===== src/rtl/package_project_typedefs.sv =====
// package_project_typedefs: shared types and constants for the RV32M multiply/divide unit.
// Provides muldiv_op_e (funct3 encoding), muldiv_state_e (FSM states), MULDIV_ITERATIONS.
package package_project_typedefs;
   localparam int MULDIV_ITERATIONS = 32;
   typedef enum logic [2:0] {
      MUL, MULH, MULHSU, MULHU, DIV, DIVU, REM, REMU
   } muldiv_op_e;
   typedef enum logic [2:0] {
      IDLE, PREP, CALC, FIX, DONE
   } muldiv_state_e;
endpackage


===== src/rtl/muldiv_iter_core.sv =====
// muldiv_iter_core: 64-bit accumulator performing one shift-add or restoring-divide step per cycle.
// Ports: clk, reset (async, active-high); init loads opa (multiplier/dividend) and opb
// (multiplicand/divisor); step advances one iteration; is_div selects divide; acc = {hi/rem, lo/quot}.
module muldiv_iter_core #(
   parameter int XLEN = 32
) (
   input  logic              clk,
   input  logic              reset,
   input  logic              init,
   input  logic              step,
   input  logic              is_div,
   input  logic [XLEN-1:0]   opa,
   input  logic [XLEN-1:0]   opb,
   output logic [2*XLEN-1:0] acc
);
   logic [2*XLEN-1:0] acc_q, acc_d;
   logic [XLEN-1:0]   b_q, b_d;
   logic [XLEN:0]     add_sum, sub_diff;
   always_comb begin
      add_sum  = {1'b0, acc_q[2*XLEN-1:XLEN]} + (acc_q[0] ? {1'b0, b_q} : '0);
      // trial subtract of the shifted partial remainder; a borrow means restore
      sub_diff = acc_q[2*XLEN-1:XLEN-1] - {1'b0, b_q};
      acc_d    = acc_q;
      b_d      = b_q;
      if (init) begin
         acc_d = {{XLEN{1'b0}}, opa};
         b_d   = opb;
      end else if (step) begin
         acc_d = !is_div ? {add_sum, acc_q[XLEN-1:1]}
               : sub_diff[XLEN] ? {acc_q[2*XLEN-2:0], 1'b0}
               : {sub_diff[XLEN-1:0], acc_q[XLEN-2:0], 1'b1};
      end
   end
   always_ff @(posedge clk or posedge reset) begin
      if (reset) begin
         acc_q <= '0;
         b_q   <= '0;
      end else begin
         acc_q <= acc_d;
         b_q   <= b_d;
      end
   end
   assign acc = acc_q;
endmodule


===== src/rtl/execute_muldiv_unit.sv =====
// execute_muldiv_unit: iterative RV32M multiply/divide unit with pipeline stall and done pulse.
// Ports: clk, reset (async, active-high), start/op/operand_a/operand_b issue an operation,
// flush aborts; stall (comb), busy/done/result (registered).
// Optional MULDIV_EARLY_OUT_EN: operand_b == 0 completes straight from PREP.
module execute_muldiv_unit
   import package_project_typedefs::*;
#(
   parameter int XLEN = 32
) (
   input  logic            clk,
   input  logic            reset,
   input  logic            start,
   input  logic [2:0]      op,
   input  logic [XLEN-1:0] operand_a,
   input  logic [XLEN-1:0] operand_b,
   input  logic            flush,
   output logic            stall,
   output logic            busy,
   output logic            done,
   output logic [XLEN-1:0] result
);
   muldiv_state_e     state_q, state_d;
   muldiv_op_e        op_q, op_d;
   logic [5:0]        cnt_q, cnt_d;
   logic [XLEN-1:0]   a_q, a_d, b_q, b_d, result_q, result_d;
   logic              sa_q, sa_d, sb_q, sb_d, done_q, done_d, busy_q;
   logic              a_sgn, b_sgn;
   logic [XLEN-1:0]   a_abs, b_abs, quo, rem, fix_res;
   logic [2*XLEN-1:0] acc, prod;
   muldiv_iter_core #(.XLEN(XLEN)) u_core (
      .clk    (clk),
      .reset  (reset),
      .init   (state_q == PREP),
      .step   (state_q == CALC),
      .is_div (op_q[2]),
      .opa    (a_abs),
      .opb    (b_abs),
      .acc    (acc)
   );
   always_comb begin
      // MUL is treated as signed: the low half is identical either way
      a_sgn   = (op_q inside {MUL, MULH, MULHSU, DIV, REM}) & a_q[XLEN-1];
      b_sgn   = (op_q inside {MULH, DIV, REM}) & b_q[XLEN-1];
      a_abs   = a_sgn ? -a_q : a_q;
      b_abs   = b_sgn ? -b_q : b_q;
      prod    = (sa_q ^ sb_q) ? -acc : acc;
      // divide by zero yields all ones from the core; keep it unsigned
      quo     = (b_q == '0) ? '1 : (sa_q ^ sb_q) ? -acc[XLEN-1:0] : acc[XLEN-1:0];
      rem     = sa_q ? -acc[2*XLEN-1:XLEN] : acc[2*XLEN-1:XLEN];
      fix_res = op_q[2] ? (op_q[1] ? rem : quo)
              : (op_q == MUL) ? prod[XLEN-1:0] : prod[2*XLEN-1:XLEN];
   end
   always_comb begin
      state_d  = state_q;
      op_d     = op_q;
      cnt_d    = cnt_q;
      a_d      = a_q;
      b_d      = b_q;
      sa_d     = sa_q;
      sb_d     = sb_q;
      result_d = result_q;
      done_d   = 1'b0;
      if (flush) begin
         state_d = IDLE;
         cnt_d   = '0;
      end else begin
         case (state_q)
            IDLE, DONE: begin
               state_d = start ? PREP : IDLE;
               if (start) begin
                  op_d = muldiv_op_e'(op);
                  a_d  = operand_a;
                  b_d  = operand_b;
               end
            end
            PREP: begin
               sa_d  = a_sgn;
               sb_d  = b_sgn;
               cnt_d = '0;
`ifdef MULDIV_EARLY_OUT_EN
               if (b_q == '0) begin
                  state_d  = DONE;
                  result_d = op_q[2] ? (op_q[1] ? a_q : '1) : '0;
                  done_d   = 1'b1;
               end else begin
                  state_d = CALC;
               end
`else
               state_d = CALC;
`endif
            end
            CALC: begin
               cnt_d   = (cnt_q == 6'(MULDIV_ITERATIONS - 1)) ? '0 : cnt_q + 6'd1;
               state_d = (cnt_q == 6'(MULDIV_ITERATIONS - 1)) ? FIX : CALC;
            end
            FIX: begin
               state_d  = DONE;
               result_d = fix_res;
               done_d   = 1'b1;
            end
            default: state_d = IDLE;
         endcase
      end
   end
   always_ff @(posedge clk or posedge reset) begin
      if (reset) begin
         state_q  <= IDLE;
         op_q     <= MUL;
         cnt_q    <= '0;
         a_q      <= '0;
         b_q      <= '0;
         sa_q     <= 1'b0;
         sb_q     <= 1'b0;
         result_q <= '0;
         done_q   <= 1'b0;
         busy_q   <= 1'b0;
      end else begin
         state_q  <= state_d;
         op_q     <= op_d;
         cnt_q    <= cnt_d;
         a_q      <= a_d;
         b_q      <= b_d;
         sa_q     <= sa_d;
         sb_q     <= sb_d;
         result_q <= result_d;
         done_q   <= done_d;
         busy_q   <= (state_d != IDLE);
      end
   end
   assign stall  = (state_q == IDLE & start & !flush) | (state_q inside {PREP, CALC, FIX});
   assign busy   = busy_q;
   assign done   = done_q;
   assign result = result_q;
endmodule


===== config.mk =====
export PLATFORM = sky130hd
export DESIGN_NAME = execute_muldiv_unit
export DESIGN_NICKNAME = d
export VERILOG_FILES = /design/src/rtl/package_project_typedefs.sv /design/src/rtl/muldiv_iter_core.sv /design/src/rtl/execute_muldiv_unit.sv
export SDC_FILE = /design/constraint.sdc
export NUM_CORES = 1
export LEC_CHECK = 0
export BUFFER_PORTS_ARGS = -buffer_cell sky130_fd_sc_hd__buf_4
export CORE_UTILIZATION = 50
export DETAILED_ROUTE_END_ITERATION = 10
export PLACE_DENSITY = 0.68
export SYNTH_ARGS = -nofsm -noshare
export SYNTH_HDL_FRONTEND = slang
export SYNTH_SLANG_ARGS = --single-unit

===== constraint.sdc =====
create_clock -name clk -period 7.5 [get_ports clk]
set_input_delay 0.75 -clock clk [delete_from_list [all_inputs] [get_ports clk]]
set_output_delay 0.75 -clock clk [all_outputs]
set_load 0.02 [all_outputs]

* Yosys cells after proc, flatten, opt, wreduce, memory -nomap -nowiden
Index checks and enable logic that the tools add are counted.
** Word-level totals
- Flip-flop bits (word level) :: 208
- Input port bits :: 71
- Logic and storage cells :: 73
** Operators by class
- Multiplexer cells :: 23
- Bitwise gates (word level) :: 7
- Reductions and logical operators :: 14
- Add/subtract/negate cells :: 8
- Equality and inequality tests :: 9
** Operator list (count)
- two-way mux 64 bit :: 5
- two-way mux 32 bit :: 9
- negation 32 bit :: 4
- negation 64 bit :: 1
- adder 32 x 33 -> 33 bit :: 1
- subtractor 33 x 32 -> 33 bit :: 1
- logical NOT 32 bit :: 1
- two-way mux 6 bit :: 2
- case mux 3 bit (4 select lines) :: 1
- case mux 6 bit (2 select lines) :: 1
- nonzero test 3 bit :: 4
- == test 3 x 2 -> 1 bit (second input constant) :: 3
- == test 3 bit (second input constant) :: 3
- adder 6 x 1 -> 6 bit (second input constant) :: 1
- == test 3 x 1 -> 1 bit (second input constant) :: 2
- == test 6 x 5 -> 1 bit (second input constant) :: 1
- logical NOT 3 bit :: 2
- nonzero test 5 bit :: 1
- AND 1 bit :: 4
- two-way mux 1 bit :: 4
- AND reduction 2 bit :: 2
- two-way mux 3 bit :: 1
- AND reduction 3 bit :: 1
- nonzero test 2 bit :: 1
- 5 further kinds :: 5

* Depth between registers and ports, before layout
- Word-level depth :: 5
- Depth in mapped cells :: 14
- Mapped depth without buffers :: 13

* Hierarchy
From an unflattened synthesis, not the netlist that was laid out.
** Unflattened totals
- Cell total of the unflattened synthesis :: 2033
- Area, all modules :: 16746.1 µm²
** Modules (own cells, without submodules)
- muldiv_iter_core :: instances 1, area each 8410.6 µm², cells each 1069
- execute_muldiv_unit :: instances 1, area each 8335.5 µm², cells each 964

* Least setup slack after synthesis
Ideal clock, no wire load.
- Path kind :: flip-flop to flip-flop
- From :: register u_core.acc_q[0], in the netlist u_core.acc[0]
- To :: register u_core.acc_q[59], in the netlist u_core.acc[59]
- Stages on the path, launching flop included :: 14
- Required time :: 7366 ps
- Path slack :: 4188 ps
- Library setup time :: 134 ps
- Arrival :: 3177 ps
- Period minus slack after synthesis :: 3312 ps
- Path through :: dfrtp_1 > clkbuf_1 > inv_1 > clkbuf_1 > nor2_1 > ha_1 > a21o_1 > a31oi_1 > o21ai_0 > o41ai_1 > o21bai_1 > mux2_2 > a311oi_1 > o21ai_0
** On the way
- Longest elaborated chain between the ends :: 5
** RTL lines
- from (decl) :: line muldiv_iter_core.sv:16 : logic [2*XLEN-1:0] acc_q, acc_d;
- from (signal assigned) :: line muldiv_iter_core.sv:36 : acc_q <= '0;
- from (signal assigned) :: line muldiv_iter_core.sv:39 : acc_q <= acc_d;
- two-way mux 32 bit :: line muldiv_iter_core.sv:20 : add_sum = {1'b0, acc_q[2*XLEN-1:XLEN]} + (acc_q[0] ? {1'b0, b_q} : '0);
- adder 32 x 33 -> 33 bit :: line muldiv_iter_core.sv:20
- two-way mux 64 bit :: line muldiv_iter_core.sv:29 : acc_d = !is_div ? {add_sum, acc_q[XLEN-1:1]}
- two-way mux 64 bit :: line muldiv_iter_core.sv:28 : end else if (step) begin
- two-way mux 64 bit :: line muldiv_iter_core.sv:25 : if (init) begin
No other way between the ends. The select of a mux whose other input is x is not followed.
A chain may end at the register's enable or synchronous reset.

* Final worst setup path
- From :: register u_core.acc_q[31], in the netlist u_core.acc[31]
- To :: register u_core.acc_q[47], in the netlist u_core.acc[47]
** On the way
- Longest elaborated chain between the ends :: 5
** RTL lines
- subtractor 33 x 32 -> 33 bit :: line muldiv_iter_core.sv:22 : sub_diff = acc_q[2*XLEN-1:XLEN-1] - {1'b0, b_q};
- two-way mux 64 bit :: line muldiv_iter_core.sv:30 : : sub_diff[XLEN] ? {acc_q[2*XLEN-2:0], 1'b0}
- two-way mux 64 bit :: line muldiv_iter_core.sv:29
- two-way mux 64 bit :: line muldiv_iter_core.sv:28
- two-way mux 64 bit :: line muldiv_iter_core.sv:25
No other way between the ends. The select of a mux whose other input is x is not followed.

==> results by group <==
Status
  – Status: finished, final reports clean

Run
  – Max-cap violations: 0

Logic synthesis
  – Yosys reg bits: 208
  – Syn Nets: 2129
  – Avg Cell Area, Syn: 8.22 sq um
  – Mapped Area: 16300 sq um
  – Register area share after synthesis: 0.319
  – Ys async rst share: 1.00
  – Post-synth EDFFs: 0
  – Yosys Warn Count: 0
  – Synth unique cells: 83
  – Synth Flop Type: dfrtp_1
  – Post-Syn Instances: 1987

Worst setup path
  – CP Max Fanout: 16
  – Crit end category: register
  – Critical path's top delay family: simple AND/OR/NAND/NOR gates
  – R2R Setup Slk: 3.02 ns
  – Max incr delay on CP: 0.61 ns
  – Cell depth of the worst flop-to-flop path: 14
  – Critical path type: reg2reg
  – Bufs and invs on worst path: 3
  – Startpoint types: register
  – Req. time, crit path: 7.90 ns
  – Cell breakdown of the critical path: inv_1 > ha_1 > fa_1 > nand2b_1 > a21oi_1 > and4b_1 > nor3_1 > buf_4 > o211a_1 > nor3_1 > nor2_2 > buf_4 > mux2i_1 > o221ai_1
  – Slowest cell on the critical path: nor2_2
  – R2r endpoint: u_core.acc[47]
  – WP data arrival: 4.88 ns
  – Reg-to-Reg Start: u_core.acc[31]

Power and ir drop
  – Peak VDD IR: 0.195 mV
  – Cell area power density: 462 nW/um^2
  – Pleak: 7.97 nW

Global route
  – Gr ovfl total: 0
  – Initial antenna violation count: 0
  – All-Layer GR Usage: 0.305
  – Largest net degree at the start of global routing: 148
  – Vias in the first global route: 14500
  – Global-route wire length before repair: 80600 microns

Place
  – Placed insts: 2413
  – # port buffers: 105
  – GP Congestion: 0.982
  – Final HPWL DP: 37300 microns

Layout
  – Register area: 5210 sq um
  – Layout cells sized above 1: 0.129
  – Multi-input combinational cell area: 10400 sq um
  – Most frequent cells in the layout: nand2_1 (225), dfrtp_1 (207), o21ai_0 (194)
  – Final Non-Filler Cells: 2458
  – Number of diodes: 0
  – Final Core Density: 0.570
  – Commonest non-fill, non-tap cell in the layout: nand2_1
  – Filler Cell Count: 2971
  – Final Net Count: 2147
  – Area growth from synthesis to layout: 11.3%

Floorplan
  – Die Y: 183 microns
  – Core area: 31900 sq um
  – Die Wd: 183 microns
  – Rows: 65
  – Initial cell density of the core: 0.512
  – Die area: 33400 sq um
  – IO Count: 106

Routing
  – Via density: 6.19
  – Via count: 15200
  – Top Metal Used: met4
  – Met1 WL: 23500 microns
  – Total Wirelength: 50400 microns
  – DR pass1 iterations: 6
  – Met3 WL: 3500 microns
  – Avg WL per Cell: 20.5 microns
  – DR WL met2: 21800 microns
  – Initial DRC count: 1521
  – Drt drc: 0
  – Remaining antenna violation count: 0

Timing
  – FMAX: 0.223 GHz
  – Slew margin rel.: 0.262
  – Max-slew violation count: 0
  – Post-route minimum period: 4.48 ns
  – Setup tns final: 0 ns
  – RSZ-0062 raised after global routing: no
  – Skew final: 0.00962 ns
  – Final period utilization: 0.597
  – Least-Margin Pin Slew: 1.11 ns
  – Hold Fails Final Rpt: 0
  – Final setup viols: 0

Clock tree
  – Post-CTS Setup Bufs: 0
  – Clock latency on the worst-skew pair: 0.56 ns
  – Clock Path Buffers: 3
  – CTS tree: done
  – Num CTS Buffers: 25
  – Clock H-tree levels: 1
  – Root Buffer: clkbuf_16
  – CTS sink count: 208
  – CTS-repair resized insts: 0
  – Post-CTS Hold Buffers: 0
  – Worst-path clk slew: 0.06 ns

Worst hold path
  – Hold endpoint: a_q[0]
  – Min-Delay Path Depth: 3
  – Hold Path Class: in2reg
  – Worst Hold Launch: operand_a[0]
## worst reg2reg max path, stage by stage, from the launching register on
cell      delay (ns)
dfrtp_1         0.55
inv_1           0.19
ha_1            0.27
fa_1            0.40
nand2b_1        0.21
a21oi_1         0.24
and4b_1         0.27
nor3_1          0.25
buf_4           0.21
o211a_1         0.20
nor3_1          0.10
nor2_2          0.61
buf_4           0.43
mux2i_1         0.25
o221ai_1        0.13
## cells in the mapped netlist, types with 12 or more instances
master / instances / area share
a22oi_1: 23 / 0.011
nor4_1: 20 / 0.0077
clkbuf_1: 114 / 0.026
xor2_1: 87 / 0.047
o21a_1: 14 / 0.0064
and3_1: 12 / 0.0046
or3_1: 16 / 0.0061
o21ai_0: 194 / 0.059
mux2_2: 60 / 0.041
nand2_1: 225 / 0.052
a21oi_1: 139 / 0.043
o31ai_1: 19 / 0.0087
nor2_1: 164 / 0.038
nand3_1: 24 / 0.0074
xnor2_1: 110 / 0.059
o221ai_1: 12 / 0.0064
and2_1: 13 / 0.0050
a21o_1: 23 / 0.011
nor3_1: 38 / 0.012
dfrtp_1: 208 / 0.32
ha_1: 69 / 0.053
mux2i_1: 49 / 0.030
inv_1: 72 / 0.017
a31oi_1: 18 / 0.0069
nand2b_1: 16 / 0.0061
a211oi_1: 16 / 0.0074
o211ai_1: 52 / 0.024
## metal layers
metal	vias up	global-route usage
li1	7167	-
met1	7298	0.454
met2	634	0.459
met3	110	0.0371
met4	0	0.0911
met5	-	0
## power by group
part / switching, mW / internal (mW)
combinational: 3.02 / 1.98
clock: 0.509 / 0.734
sequential: 0.661 / 1.49
total: 4.19 / 4.21
## how the worst max path moves through the flow
stage,startpoint,endpoint,cells past startpoint
6_report,u_core.acc[31],u_core.acc[47],14
3_5_place_dp,u_core.acc[31],u_core.acc[45],14
5_1_grt,u_core.acc[31],u_core.acc[45],14
2_1_floorplan,reset,a_q[0],1
3_3_place_gp,u_core.acc[31],u_core.acc[56],14
4_1_cts,u_core.acc[31],u_core.acc[47],14
## sequential cells by signal (all words and copies together) (netlist names)
register and cells:
u_core.acc 64, a_q 32, b_q 32, result 32
u_core.b_q 32, cnt_q 6, op_q 3, state_q 3
busy 1, done 1, sa_q 1, sb_q 1
## layout make-up
type / count / area share
Tap cell: 435 / 0.0299
Clock buffer: 32 / 0.0386
Inverter: 73 / 0.0155
Clock inverter: 13 / 0.00778
Multi-Input combinational cell: 1573 / 0.571
Sequential cell: 208 / 0.286
Timing Repair Buffer: 124 / 0.0512
## metrics by stage
stage	worst slack, ns	total power [mW]	cell area [sq um]	hold WS, ns
after floorplan	1.07	5.60	16300	0.436
after global placement	3.36	6.94	17300	0.459
after detailed placement	3.20	7.03	17300	0.465
after CTS	3.19	8.30	18200	0.385
after global routing	2.85	8.97	18200	0.402
final	3.02	8.40	18200	0.398
## cell families after synthesis
| group | share of synthesized area |
|---|---|
| buf+inv | 0.0489 |
| mux | 0.0714 |
| xor+xnor | 0.106 |
| simple gates | 0.168 |
| fa+ha+maj | 0.0553 |
| compound gates | 0.232 |
| flops | 0.319 |
Note: power is estimated with default switching activity, not from simulation.
